===== src/rtl/rc5_key_expand_ctrl.sv =====
// RC5-W/R/B key expansion sequencer: clears and loads L from the key bytes,
// fills S with the magic progression, then runs the 3*max(T,C) mixing loop.
module rc5_key_expand_ctrl #(
    parameter  int W   = 32,
    parameter  int B   = 16,
    parameter  int R   = 12,
    localparam int U   = W / 8,
    localparam int C   = B / U,
    localparam int T   = 2 * (R + 1),
    localparam int N   = 3 * ((T > C) ? T : C),
    localparam int KAW = (B > 1) ? $clog2(B) : 1,
    localparam int LAW = (C > 1) ? $clog2(C) : 1,
    localparam int TAW = (T > 1) ? $clog2(T) : 1
) (
    input  logic           clk,
    input  logic           rst,
    input  logic           start,
    output logic           busy,
    output logic           done,
    output logic [KAW-1:0] key_address,
    input  logic [7:0]     key_sub_i,
    output logic [LAW-1:0] L_address,
    input  logic [W-1:0]   L_sub_i,
    output logic [W-1:0]   L_wdata,
    output logic           L_we,
    output logic [TAW-1:0] S_address,
    input  logic [W-1:0]   S_rdata,
    output logic [W-1:0]   S_wdata,
    output logic           S_we,
    output logic [2:0]     fsm_state
);

    localparam int LGW = $clog2(W);
    localparam int ULG = $clog2(U);
    localparam int MXC = (T > C) ? T : C;
    localparam int CNW = $clog2(MXC + 1);
    localparam int ITW = $clog2(N + 1);

    localparam logic [W-1:0] P = (W == 16) ? W'(16'hB7E1) :
                                 (W == 32) ? W'(32'hB7E15163) :
                                             W'(64'hB7E151628AED2A6B);
    localparam logic [W-1:0] Q = (W == 16) ? W'(16'h9E37) :
                                 (W == 32) ? W'(32'h9E3779B9) :
                                             W'(64'h9E3779B97F4A7C15);

    localparam logic [KAW-1:0] LAST_BYTE = KAW'(B - 1);
    localparam logic [CNW-1:0] C_LAST    = CNW'(C - 1);
    localparam logic [CNW-1:0] T_LAST    = CNW'(T - 1);
    localparam logic [ITW-1:0] N_LAST    = ITW'(N - 1);
    localparam logic [TAW-1:0] I_LAST    = TAW'(T - 1);
    localparam logic [LAW-1:0] J_LAST    = LAW'(C - 1);

    typedef enum logic [2:0] {
        IDLE    = 3'd0,
        L_CLEAR = 3'd1,
        L_LOAD  = 3'd2,
        S_INIT  = 3'd3,
        MIX     = 3'd4,
        DONE    = 3'd5
    } state_t;

    state_t         state;
    logic [1:0]     ph;
    logic [KAW-1:0] bi;
    logic [CNW-1:0] cnt;
    logic [ITW-1:0] iter;
    logic [TAW-1:0] mi;
    logic [LAW-1:0] mj;
    logic [W-1:0]   a_reg;
    logic [W-1:0]   b_reg;

    function automatic logic [W-1:0] rotl(input logic [W-1:0] x, input logic [LGW-1:0] amt);
        logic [2*W-1:0] d;
        d = {x, x} << amt;
        return d[2*W-1:W];
    endfunction

    logic [KAW-1:0] bi_dec;
    logic [W-1:0]   l_tmp;
    logic [W-1:0]   a_next;
    logic [W-1:0]   ab_sum;
    logic [W-1:0]   b_next;
    logic [TAW-1:0] mi_next;
    logic [LAW-1:0] mj_next;

    assign bi_dec  = bi - 1'b1;
    assign l_tmp   = rotl(L_sub_i, LGW'(8)) + {{(W-8){1'b0}}, key_sub_i};
    assign a_next  = rotl(S_rdata + a_reg + b_reg, LGW'(3));
    // b_next is consumed in c2, after a_reg already holds the new A.
    assign ab_sum  = a_reg + b_reg;
    assign b_next  = rotl(L_sub_i + ab_sum, ab_sum[LGW-1:0]);
    assign mi_next = (mi == I_LAST) ? '0 : mi + 1'b1;
    assign mj_next = (mj == J_LAST) ? '0 : mj + 1'b1;

    assign fsm_state = state;

    always_ff @(posedge clk) begin
        if (rst) begin
            state       <= IDLE;
            ph          <= '0;
            bi          <= '0;
            cnt         <= '0;
            iter        <= '0;
            mi          <= '0;
            mj          <= '0;
            a_reg       <= '0;
            b_reg       <= '0;
            busy        <= 1'b0;
            done        <= 1'b0;
            key_address <= '0;
            L_address   <= '0;
            L_wdata     <= '0;
            L_we        <= 1'b0;
            S_address   <= '0;
            S_wdata     <= '0;
            S_we        <= 1'b0;
        end else begin
            case (state)
                IDLE: begin
                    done <= 1'b0;
                    if (start) begin
                        state     <= L_CLEAR;
                        busy      <= 1'b1;
                        cnt       <= '0;
                        L_address <= '0;
                        L_wdata   <= '0;
                        L_we      <= 1'b1;
                    end
                end

                L_CLEAR: begin
                    if (cnt == C_LAST) begin
                        state       <= L_LOAD;
                        L_we        <= 1'b0;
                        ph          <= 2'd0;
                        bi          <= LAST_BYTE;
                        key_address <= LAST_BYTE;
                        L_address   <= LAW'(LAST_BYTE >> ULG);
                    end else begin
                        cnt       <= cnt + 1'b1;
                        L_address <= L_address + 1'b1;
                    end
                end

                // Per byte: ADDR, WAIT, OP, WRITE; read data lands during WAIT.
                L_LOAD: begin
                    case (ph)
                        2'd0: ph <= 2'd1;
                        2'd1: ph <= 2'd2;
                        2'd2: begin
                            L_wdata <= l_tmp;
                            L_we    <= 1'b1;
                            ph      <= 2'd3;
                        end
                        default: begin
                            L_we <= 1'b0;
                            ph   <= 2'd0;
                            if (bi == '0) begin
                                state     <= S_INIT;
                                cnt       <= '0;
                                S_address <= '0;
                                S_wdata   <= P;
                                S_we      <= 1'b1;
                            end else begin
                                bi          <= bi_dec;
                                key_address <= bi_dec;
                                L_address   <= LAW'(bi_dec >> ULG);
                            end
                        end
                    endcase
                end

                S_INIT: begin
                    if (cnt == T_LAST) begin
                        state     <= MIX;
                        S_we      <= 1'b0;
                        S_address <= '0;
                        L_address <= '0;
                        a_reg     <= '0;
                        b_reg     <= '0;
                        mi        <= '0;
                        mj        <= '0;
                        iter      <= '0;
                        ph        <= 2'd0;
                    end else begin
                        cnt       <= cnt + 1'b1;
                        S_address <= S_address + 1'b1;
                        S_wdata   <= S_wdata + Q;
                    end
                end

                // c0 also retires the previous iteration's L write, so the
                // L read address for this iteration is presented in c1.
                MIX: begin
                    case (ph)
                        2'd0: begin
                            L_we      <= 1'b0;
                            L_address <= mj;
                            ph        <= 2'd1;
                        end
                        2'd1: begin
                            a_reg   <= a_next;
                            S_wdata <= a_next;
                            S_we    <= 1'b1;
                            ph      <= 2'd2;
                        end
                        default: begin
                            b_reg     <= b_next;
                            L_wdata   <= b_next;
                            L_we      <= 1'b1;
                            S_we      <= 1'b0;
                            mi        <= mi_next;
                            mj        <= mj_next;
                            S_address <= mi_next;
                            ph        <= 2'd0;
                            if (iter == N_LAST) begin
                                state <= DONE;
                            end else begin
                                iter <= iter + 1'b1;
                            end
                        end
                    endcase
                end

                DONE: begin
                    L_we  <= 1'b0;
                    done  <= 1'b1;
                    busy  <= 1'b0;
                    state <= IDLE;
                end

                default: state <= IDLE;
            endcase
        end
    end

endmodule


===== config.mk =====
export PLATFORM = sky130hd
export DESIGN_NAME = rc5_key_expand_ctrl
export DESIGN_NICKNAME = d
export VERILOG_FILES = /design/src/rtl/rc5_key_expand_ctrl.sv
export SDC_FILE = /design/constraint.sdc
export NUM_CORES = 1
export LEC_CHECK = 0
export BUFFER_PORTS_ARGS = -buffer_cell sky130_fd_sc_hd__buf_2
export CORE_MARGIN = 4
export CORE_UTILIZATION = 55
export CTS_BUF_LIST = sky130_fd_sc_hd__clkbuf_4 sky130_fd_sc_hd__clkbuf_8
export CTS_CLUSTER_SIZE = 16
export DETAILED_ROUTE_END_ITERATION = 6
export PLACE_DENSITY = 0.78
export SYNTH_ARGS = -nofsm -noshare
export SYNTH_HDL_FRONTEND = slang
export SYNTH_SLANG_ARGS = --single-unit

===== constraint.sdc =====
create_clock -name clk -period 7 [get_ports clk]
set_input_delay 0.35 -clock clk [delete_from_list [all_inputs] [get_ports clk]]
set_output_delay 0.35 -clock clk [all_outputs]
set_load 0.05 [all_outputs]

==> key figures, run 1 <==
Critical path
  – Critical Path End Type: flop
  – Slowest CP cell: o32a_1
  – CP max stage delay: 0.45 ns
  – Arr. time, crit path: 7.05 ns
  – CP startpoint kind: flop
  – Critical Path RT: 7.38 ns
  – CP dominant cell by count: o21ai_0
  – CP bufs+invs: 1
  – Max FO, Critical Path: 10
  – Critical path type: flop to flop
  – CP top delay family: compound AO/OA/AOI/OAI gates

CTS
  – Postcts setup bufs: 0
  – CTS Sinks: 167
  – Clk Latency, worst-skew pair: 0.49 ns
  – Clock-pin slew on the worst setup and hold paths: 0.10 ns
  – Root Buffer: clkbuf_8
  – H-Tree Depth: 4
  – CTS Hold Buffers Added: 0
  – CTS Buf Count: 17
  – CTS tree: built
  – Clk buf depth: 2

Route
  – Post-Route WL: 65.46 mm
  – Wire per inst: 24.49 um
  – DR top layer: met4
  – Met3 wire length: 7.048 mm
  – Initial DRT Pass Iterations: 6
  – DR vias/cell: 6.920
  – Antenna Nets Post-Route: 0
  – Met2 routed wirelength: 28.57 mm
  – Via count: 18500
  – Wl on met1: 26.21 mm
  – DRT iter0 DRCs: 2438
  – DRC viols: 0

Floorplanning
  – Die W: 183.5 um
  – Core Rows: 63
  – Core area: 30030 um^2
  – I/O Pins: 157
  – Die area: 33670 um^2
  – Initial core utilization: 56.40%
  – Die Ht: 183.5 um

Synth
  – EDFF count, synth: 0
  – Area leader, netlist: dfxtp_1
  – Mapped Avg Cell Area: 7.738 um^2
  – Synth top area share: 19.74%
  – Synthesized area: 16940 um^2
  – Flop and latch count out of synthesis: 167
  – Top FF cell, synth: dfxtp_1
  – Distinct cell type count of the synthesized netlist: 109
  – Warnings, synthesis: 0
  – Sequential fraction of the synthesis area: 19.74%
  – Top cells by area, synth: dfxtp_1, ha_1, a21oi_1, o21ai_0, nor2_1
  – Synthesized instance count: 2189
  – Synth Net Count: 2417
  – Asr flop ratio synth: 0%

Placed design
  – PortBufs: 156
  – DP Area: 17990 um^2
  – Final GP Congestion: 1.011
  – HPWL after DPL: 51.55 mm

Pwr
  – P_leak: 7.789 nW
  – Power Density: 165.7 nW/um^2
  – Max VDD drop: 0.0001278 V

Final layout
  – Fillers: 2734
  – Finished Cell Area: 18390 um^2
  – Number of diodes: 0
  – Layout Nets: 2498
  – P&R area growth vs syn: 8.576%
  – Share of post-route cells with drive strength above 1: 14.32%

GRT
  – First-pass GRT wire length: 99.18 mm
  – Gr usage total: 37.41%
  – Largest net degree at the start of global routing: 59
  – Antenna violations before repair: 1
  – Vias in the first global route: 16950
  – Total gr overflow: 0

Timing
  – Sum Neg Setup Slack: 0 ns
  – Clk_skew: 0.01571 ns
  – Min cycle time layout: 6.666 ns
  – Max-slew violations: 0
  – Slew @ Worst Pin: 1.140 ns
  – Tcrit/Tclk final: 95.23%
  – Final Setup Violations: 0
  – Max Clk Rate: 150.0 MHz
  – Slew headroom: 23.99%
  – RSZ-0062 raised after global routing: false
  – Final hold viol count: 0

Flow run
  – Max_cap viols: 0

Min path
  – Hold crit path type: input pin to flop

Run status
  – Status: finished clean
[worst paths after layout]
kind	startpoint	endpoint	slack (ns)	depth (start not counted)
setup / recovery	a_reg[0]	L_wdata[26]	0.33	25
hold / removal	start	busy	0.37	5
setup reg to reg	a_reg[0]	L_wdata[26]	0.33	25
hold reg to reg	S_address[4]	S_address[4]	0.49	2
[cell type report]
| class | count | area (um^2) | share of cell area [%] |
|---|---|---|---|
| multi-input combinational | 1847 | 13020 | 70.81 |
| clock buffer | 20 | 256.5 | 1.395 |
| clock inverter | 12 | 97.59 | 0.5306 |
| inverter | 55 | 206.4 | 1.123 |
| tap | 390 | 488.0 | 2.653 |
| timing repair buffer | 182 | 975.9 | 5.306 |
| sequential | 167 | 3343 | 18.18 |
[kinds of logic after synthesis]
| logic type | count (synthesis) | synth area share (%) |
|---|---|---|
| flip-flops | 167 | 19.74 |
| AO/OA/AOI/OAI | 772 | 30.89 |
| AND/OR/NAND/NOR | 726 | 20.63 |
| multiplexers | 70 | 5.363 |
| adder cells (fa/ha/maj) | 153 | 12.85 |
| XOR/XNOR | 126 | 6.559 |
| buffers and inverters | 175 | 3.967 |
[power by group]
| part | switching [W] | leakage [nW] | internal [W] |
|---|---|---|---|
| Clock | 0.000415 | 0.169 | 0.000263 |
| Sequential | 0.000112 | 1.35 | 0.00103 |
| Combinational | 0.000858 | 6.27 | 0.000373 |
| Total | 0.00138 | 7.79 | 0.00166 |
[Yosys cell counts, types with 25 or more instances]
master	count
inv_1	53
nor3_1	53
o21a_1	25
nand2_1	199
a21o_1	53
xor2_1	48
a211oi_1	31
and3_1	32
nor2_1	201
clkbuf_1	100
o21ai_0	154
nand3_1	70
mux2i_1	33
fa_1	35
a31oi_1	38
a21oi_1	190
xnor2_1	77
ha_1	118
dfxtp_1	167
[placed cells by master (no fill, tap or decap), types with 13 or more instances in the layout]
cell type / synthesis / routed
a221oi_1: 16 / 16
a21oi_1: 190 / 188
dfxtp_1: 167 / 167
nor2b_1: 19 / 19
and3_1: 32 / 32
o21ai_0: 154 / 153
o221ai_1: 15 / 15
mux2i_1: 33 / 33
or3_1: 15 / 15
and2_1: 20 / 19
nand4_1: 23 / 23
ha_1: 118 / 116
nor3_1: 53 / 53
nor4_1: 18 / 17
buf_2: 9 / 156
xnor2_1: 77 / 77
xor2_1: 48 / 46
clkbuf_8: 0 / 17
a211oi_1: 31 / 31
o211ai_1: 20 / 20
nor2_1: 201 / 199
buf_4: 1 / 26
a21o_1: 53 / 53
mux2_2: 20 / 20
nand2_1: 199 / 199
o21bai_1: 19 / 19
o31ai_1: 19 / 19
nand2b_1: 19 / 19
o21a_1: 25 / 25
a31oi_1: 38 / 37
a22oi_1: 13 / 13
fa_1: 35 / 34
inv_1: 53 / 52
nand3_1: 70 / 70
o22ai_1: 17 / 17
[stage by stage]
stage                     util, %  hold slack (ns)  worst slack (ns)  cells  power, W
final                       61.24           0.3657            0.3339   2673  0.003047
after global routing        61.24           0.3585          0.004412   2673  0.003167
after CTS                   61.08           0.3338          0.004430   2673  0.003005
after detailed placement    59.90           0.4726           0.04708   2641  0.002349
after global placement      59.90           0.4576           0.09623   2641  0.002327
after floorplan                 -           0.4446             1.459   2189  0.001987
[worst register-to-register path, delay by kind of cell (launching register included)]
family / cells / cell delay [ns]
AO/OA/AOI/OAI: 14 / 3.49
XOR/XNOR: 2 / 0.46
adder cells (fa/ha/maj): 3 / 1.04
buffers and inverters: 1 / 0.06
flip-flops: 1 / 0.41
multiplexers: 3 / 0.89
AND/OR/NAND/NOR: 2 / 0.19
[routing by layer]
layer / global-route usage (%) / vias up
li1: - / 8364
met1: 50.33 / 8786
met2: 57.74 / 1135
met3: 8.310 / 212
met4: 16.60 / 0
met5: 0 / -
[what timing repair did]
| item | CTS | global route |
|---|---|---|
| setup endpoints to repair | 0 | 41 |
| resized for setup | 0 | 10 |
| endpoints found under the hold margin | 0 | 0 |
No activity file was read; power rests on OpenSTA's default activity.
==> run 2, diff against run 1 <==
--- a/config.mk
+++ b/config.mk
@@ -11,6 +11,7 @@
 export CTS_BUF_LIST = sky130_fd_sc_hd__clkbuf_4 sky130_fd_sc_hd__clkbuf_8
 export CTS_CLUSTER_SIZE = 16
 export DETAILED_ROUTE_END_ITERATION = 6
+export GPL_TIMING_DRIVEN = 0
 export PLACE_DENSITY = 0.78
 export SYNTH_ARGS = -nofsm -noshare
 export SYNTH_HDL_FRONTEND = slang
==> constraint.sdc (replaced) <==
create_clock -name clk -period 7 [get_ports clk]
set_input_delay 1.4 -clock clk [delete_from_list [all_inputs] [get_ports clk]]
set_output_delay 1.4 -clock clk [all_outputs]
set_load 0.05 [all_outputs]
==> run 2 against run 1 <==
Net effect: flip-flop and latch count unchanged; global-route usage up 4.4 points; count of clock-buffer cells in the layout down 1; non-clock buffer count up 93; sequential power about the same; critical endpoint unchanged; largest power group unchanged; register-to-register slack worse by 0.19 ns.
==> key figures, run 2 (synthesis results as in run 1) <==
Route
  – Via count: 19300
  – DR top layer: met4
  – Initial DRT Pass Iterations: 7
  – DR vias/cell: 6.978
  – Wl on met1: 28.61 mm
  – Post-Route WL: 73.33 mm
  – Met2 routed wirelength: 31.97 mm
  – DRC viols: 0
  – DRT iter0 DRCs: 2649
  – Met3 wire length: 8.317 mm
  – Antenna Nets Post-Route: 0
  – Wire per inst: 26.52 um

CTS
  – CTS Sinks: 167
  – CTS tree: built
  – CTS Hold Buffers Added: 0
  – Clk buf depth: 2
  – H-Tree Depth: 4
  – Clock-pin slew on the worst setup and hold paths: 0.09 ns
  – Root Buffer: clkbuf_8
  – CTS Buf Count: 17
  – Clk Latency, worst-skew pair: 0.50 ns

Timing
  – Max-slew violations: 0
  – Min cycle time layout: 6.852 ns
  – Slew @ Worst Pin: 1.080 ns
  – Final Setup Violations: 0
  – Max Clk Rate: 145.9 MHz
  – Slew headroom: 27.05%
  – Tcrit/Tclk final: 97.89%
  – Final worst slack: 0.1477 ns
  – Final hold viol count: 0
  – Clk_skew: 0.02325 ns

Final layout
  – Final Util: 62.72%
  – Finished Cell Area: 18840 um^2
  – Most common cell after layout, fill and taps aside: nor2_1
  – Layout Nets: 2591
  – Final Non-Filler Cells: 2765
  – Share of post-route cells with drive strength above 1: 13.64%
  – Number of diodes: 0
  – P&R area growth vs syn: 11.21%
  – Fillers: 2762
  – Most frequent cells in the layout: nor2_1, nand2_1, a21oi_1, dfxtp_1, buf_2

Pwr
  – Power, Total: 0.003260 W
  – Max VDD drop: 0.0001237 V
  – Power Density: 173.1 nW/um^2
  – P_leak: 7.926 nW

Floorplanning
  – Die W: 183.5 um
  – Core area: 30030 um^2
  – I/O Pins: 157
  – Die area: 33670 um^2
  – Core Rows: 63
  – Die Ht: 183.5 um
  – Initial core utilization: 56.40%

Placed design
  – DP Area: 18200 um^2
  – HPWL after DPL: 59.37 mm
  – Final GP Congestion: 1.068
  – Cell Count Post-Placement: 2734
  – PortBufs: 155
  – Pre-CTS setup slack: -0.6162 ns

Critical path
  – Critical path type: flop to flop
  – Depth of the worst register-to-register path: 19
  – Arr. time, crit path: 7.22 ns
  – Critical Path RT: 7.37 ns
  – Critical Path End Type: flop
  – Crit Reg-Reg Startpoint: b_reg[1]
  – Worst reg2reg setup slack: 0.15 ns
  – FF-to-FF End: L_wdata[26]
  – Max FO, Critical Path: 10
  – CP startpoint kind: flop

Min path
  – Hold endpoint: S_address[4]
  – Hold Startpoint: S_address[4]
  – Hold crit path type: flop to flop
  – Hold path cells: 2

Flow run
  – Max_cap viols: 0

GRT
  – Vias in the first global route: 17660
  – Largest net degree at the start of global routing: 17
  – First-pass GRT wire length: 108.1 mm
  – Total gr overflow: 0
  – Antenna violations before repair: 0
  – Gr usage total: 41.85%

Run status
  – Status: finished clean
-- run 2: cell count changes in the layout (fill, tap and decap cells not counted), sizes merged --
cell / delta
buf: -7
bufinv: +4
clkbuf: +99
clkinvlp: -4
-- run 2: power breakdown --
part,switching [W],internal [W]
clock network,0.000414,0.000403
logic,0.000944,0.000385
registers,0.0000854,0.00103
-- run 2: worst max-delay path by stage --
stage	startpoint	to	slack, ns	depth (start not counted)
detailed placement	b_reg[0]	L_wdata[4]	-0.62	25
global placement	b_reg[0]	L_wdata[4]	-0.51	25
CTS	b_reg[0]	b_reg[14]	0.03	25
floorplan	a_reg[0]	L_wdata[26]	1.46	25
finish	b_reg[1]	L_wdata[26]	0.15	19
global route	b_reg[0]	b_reg[25]	-0.01	25
-- run 2: critical path, stage by stage (launching register included) --
cell      delay, ns
dfxtp_1        0.43
ha_1           0.28
a21o_1         0.18
a21oi_1        0.21
xor2_1         0.77
inv_1          0.37
clkbuf_1       0.39
clkbuf_1       0.37
ha_1           0.29
a21o_1         0.23
and2_1         0.24
nor4_1         0.61
o21ai_1        0.36
a211oi_1       0.35
a311oi_2       0.12
o22a_1         0.21
o221ai_1       0.57
mux2_2         0.35
nor2_1         0.10
o31a_1         0.30
-- run 2: metal layers --
metal	track usage [%]	vias to the layer above
met5	0	-
met4	20.62	0
met3	8.884	268
met2	65.35	1327
met1	55.09	9168
li1	-	8532
-- run 2: final cells by class --
type / instances / area, um^2 / area share [%]
plain buffers: 119 / 465.4 / 2.471
clock buffers: 19 / 249.0 / 1.322
clock inverters: 12 / 193.9 / 1.030
inverters: 55 / 206.4 / 1.096
multi-input cells: 1847 / 13110 / 69.59
flip-flops and latches: 167 / 3343 / 17.75
well taps: 390 / 488.0 / 2.591
repair buffers: 156 / 783.3 / 4.158
-- run 2: timing repair --
item,CTS,global route
buffers inserted,0,1
endpoints found under the hold margin,0,0
endpoints found under the setup margin,9,64
pin swaps,0,1
gates resized for setup,4,37
-- run 2: per-stage QoR --
step | TNS [ns] | hold WS [ns]
6_report | 0 | 0.4768
5_1_grt | -0.02911 | 0.5091
4_1_cts | 0 | 0.4786
3_5_place_dp | -2.425 | 0.4662
3_3_place_gp | -1.652 | 0.4606
2_1_floorplan | 0 | 0.4446
==> run 3, diff against run 2 <==
--- a/config.mk
+++ b/config.mk
@@ -12,7 +12,8 @@
 export CTS_CLUSTER_SIZE = 16
 export DETAILED_ROUTE_END_ITERATION = 6
 export GPL_TIMING_DRIVEN = 0
-export PLACE_DENSITY = 0.78
+export MAX_ROUTING_LAYER = met4
+export PLACE_DENSITY = 0.85
 export SYNTH_ARGS = -nofsm -noshare
 export SYNTH_HDL_FRONTEND = slang
 export SYNTH_SLANG_ARGS = --single-unit
==> run 3 against run 2 <==
Net effect: the run now ends with DRC left; die area did not move; sequential share of layout area barely moved; maximum frequency rose by 1.2%; wire length rose by 3.8%; power fell by 0.80%; flip-flop and latch count did not move; core utilization barely moved; setup slack improved by 0.084 ns; critical endpoint is now b_reg[15]; largest cell class unchanged; largest power group unchanged.
==> key figures, run 3 (synthesis results as in run 1) <==
Placed design
  – Cell Count Post-Placement: 2734
  – Final GP Congestion: 1.122
  – Pre-CTS setup slack: -0.3711 ns
  – PortBufs: 155
  – HPWL after DPL: 61.66 mm
  – DP Area: 18200 um^2

Floorplanning
  – Initial core utilization: 56.40%
  – Core Rows: 63
  – Die area: 33670 um^2
  – Die W: 183.5 um
  – Die Ht: 183.5 um
  – Core area: 30030 um^2
  – I/O Pins: 157

Pwr
  – Max VDD drop: 0.0001751 V
  – P_leak: 7.916 nW
  – Power Density: 171.6 nW/um^2

Route
  – DRC viols: 1
  – DR vias/cell: 7.055
  – Wire per inst: 27.53 um
  – Initial DRT Pass Iterations: 7
  – DRT iter0 DRCs: 2526
  – Antenna Nets Post-Route: 0
  – Via count: 19510
  – Post-Route WL: 76.11 mm

Timing
  – Final Setup Violations: 0
  – Sum Neg Setup Slack: 0 ns
  – Slew @ Worst Pin: 1.228 ns
  – Clk_skew: 0.02553 ns
  – Max Clk Rate: 147.7 MHz
  – Min cycle time layout: 6.769 ns
  – Max-slew violations: 0
  – Final worst slack: 0.2314 ns
  – Hold slack: 0.4906 ns
  – Final hold viol count: 0
  – Tcrit/Tclk final: 96.69%
  – Slew headroom: 17.05%

CTS
  – H-Tree Depth: 4
  – CTS Hold Buffers Added: 0
  – CTS Sinks: 167
  – Clk buf depth: 2
  – Clock-pin slew on the worst setup and hold paths: 0.12 ns
  – Clk Latency, worst-skew pair: 0.51 ns
  – CTS tree: built
  – Root Buffer: clkbuf_8
  – CTS Buf Count: 17

Critical path
  – CP startpoint kind: flop
  – Depth of the worst register-to-register path: 27
  – Worst reg2reg setup slack: 0.23 ns
  – Crit Reg-Reg Startpoint: b_reg[0]
  – Arr. time, crit path: 7.22 ns
  – Crit path to: b_reg[15]
  – Critical Path End Type: flop
  – FF-to-FF End: b_reg[15]
  – Critical path type: flop to flop
  – Critical Path RT: 7.46 ns
  – Crit path launch: b_reg[0]
  – Max FO, Critical Path: 10

Final layout
  – Fillers: 2744
  – Most common cell after layout, fill and taps aside: nor2_1
  – Most frequent cells in the layout: nor2_1, nand2_1, a21oi_1, dfxtp_1, buf_2
  – Number of diodes: 0
  – FF/Latch Area: 3344 um^2
  – Final Non-Filler Cells: 2765
  – Finished Cell Area: 18840 um^2
  – Share of post-route cells with drive strength above 1: 14.06%
  – Multi-input gate area: 13160 um^2
  – P&R area growth vs syn: 11.24%
  – Layout Nets: 2590

GRT
  – Largest net degree at the start of global routing: 18
  – Vias in the first global route: 17920
  – Antenna violations before repair: 0
  – Gr usage total: 44.44%
  – Total gr overflow: 0
  – First-pass GRT wire length: 110.8 mm

Run status
  – Failing checks: DRC
  – Status: finished with violations

Min path
  – Hold crit path type: flop to flop

Flow run
  – Max_cap viols: 0
==> run 3: cell count changes in the layout (fill, tap and decap cells not counted), moves of 2 or more <==
cell        delta
inv_8          +4
bufinv_16      -3
clkinv_4       -2
clkinvlp_4     +2
o21ai_0        -2
o21ai_2        +2
==> run 3: worst min path at each step <==
stage / start / to / slack (ns) / cells past startpoint
detailed placement: S_address[4] / S_address[4] / 0.47 / 2
floorplan: b_reg[31] / b_reg[31] / 0.44 / 2
global route: S_address[4] / S_address[4] / 0.50 / 2
finish: S_address[4] / S_address[4] / 0.49 / 2
CTS: S_address[4] / S_address[4] / 0.49 / 2
global placement: S_address[4] / S_address[4] / 0.46 / 2
==> run 3: where the power goes <==
group	internal, W	total, W	switching [W]
logic	0.000388	0.00136	0.000970
registers	0.00103	0.00111	0.0000855
clock network	0.000303	0.000764	0.000460
==> run 3: through the flow <==
stage	total power, W	util [%]
6_report	0.003234	62.74
5_1_grt	0.003322	62.74
4_1_cts	0.003144	62.08
3_5_place_dp	0.002413	60.61
3_3_place_gp	0.002397	60.61
2_1_floorplan	0.001987	-
==> run 3: worst max-delay path: stages, from the launching register on <==
cell,delay [ns]
dfxtp_2,0.42
ha_1,0.23
inv_1,0.07
fa_1,0.42
nor2b_1,0.14
o21ai_0,0.13
a21boi_1,0.20
o21ai_1,0.12
a2111o_1,0.41
a31oi_1,0.24
o21ai_1,0.14
nand2_1,0.18
a21o_1,0.14
a21oi_1,0.10
xnor2_2,0.34
ha_1,0.32
clkbuf_2,0.22
nand2_1,0.15
o21a_1,0.21
and3_1,0.21
a21boi_2,0.31
nor2_1,0.15
a311oi_2,0.46
o22ai_1,0.18
or2_1,0.32
mux2_2,0.31
a211oi_4,0.40
a22o_1,0.21
==> run 3: cell type report <==
type | count | area share (%)
buffer | 118 | 2.450
clock buffer | 18 | 1.282
clock inverter | 14 | 0.8234
inverter | 55 | 1.096
multi-input combinational | 1847 | 69.85
sequential | 167 | 17.75
tap | 390 | 2.590
timing repair buffer | 156 | 4.157
==> run 3: what timing repair did <==
item,in CTS,in global routing
setup buffers,0,1
gates resized for setup,11,44
gates cloned,0,0
pin swaps,0,6
setup endpoints to repair,25,64
==> run 3: layer usage <==
| metal | vias up | GRT usage (%) | wire length (um) |
|---|---|---|---|
| li1 | 8552 | - | - |
| met1 | 9202 | 56.06 | 29420 |
| met2 | 1428 | 66.51 | 32480 |
| met3 | 326 | 9.834 | 8903 |
| met4 | 0 | 23.69 | 5310 |
| met5 | - | - | 0 |
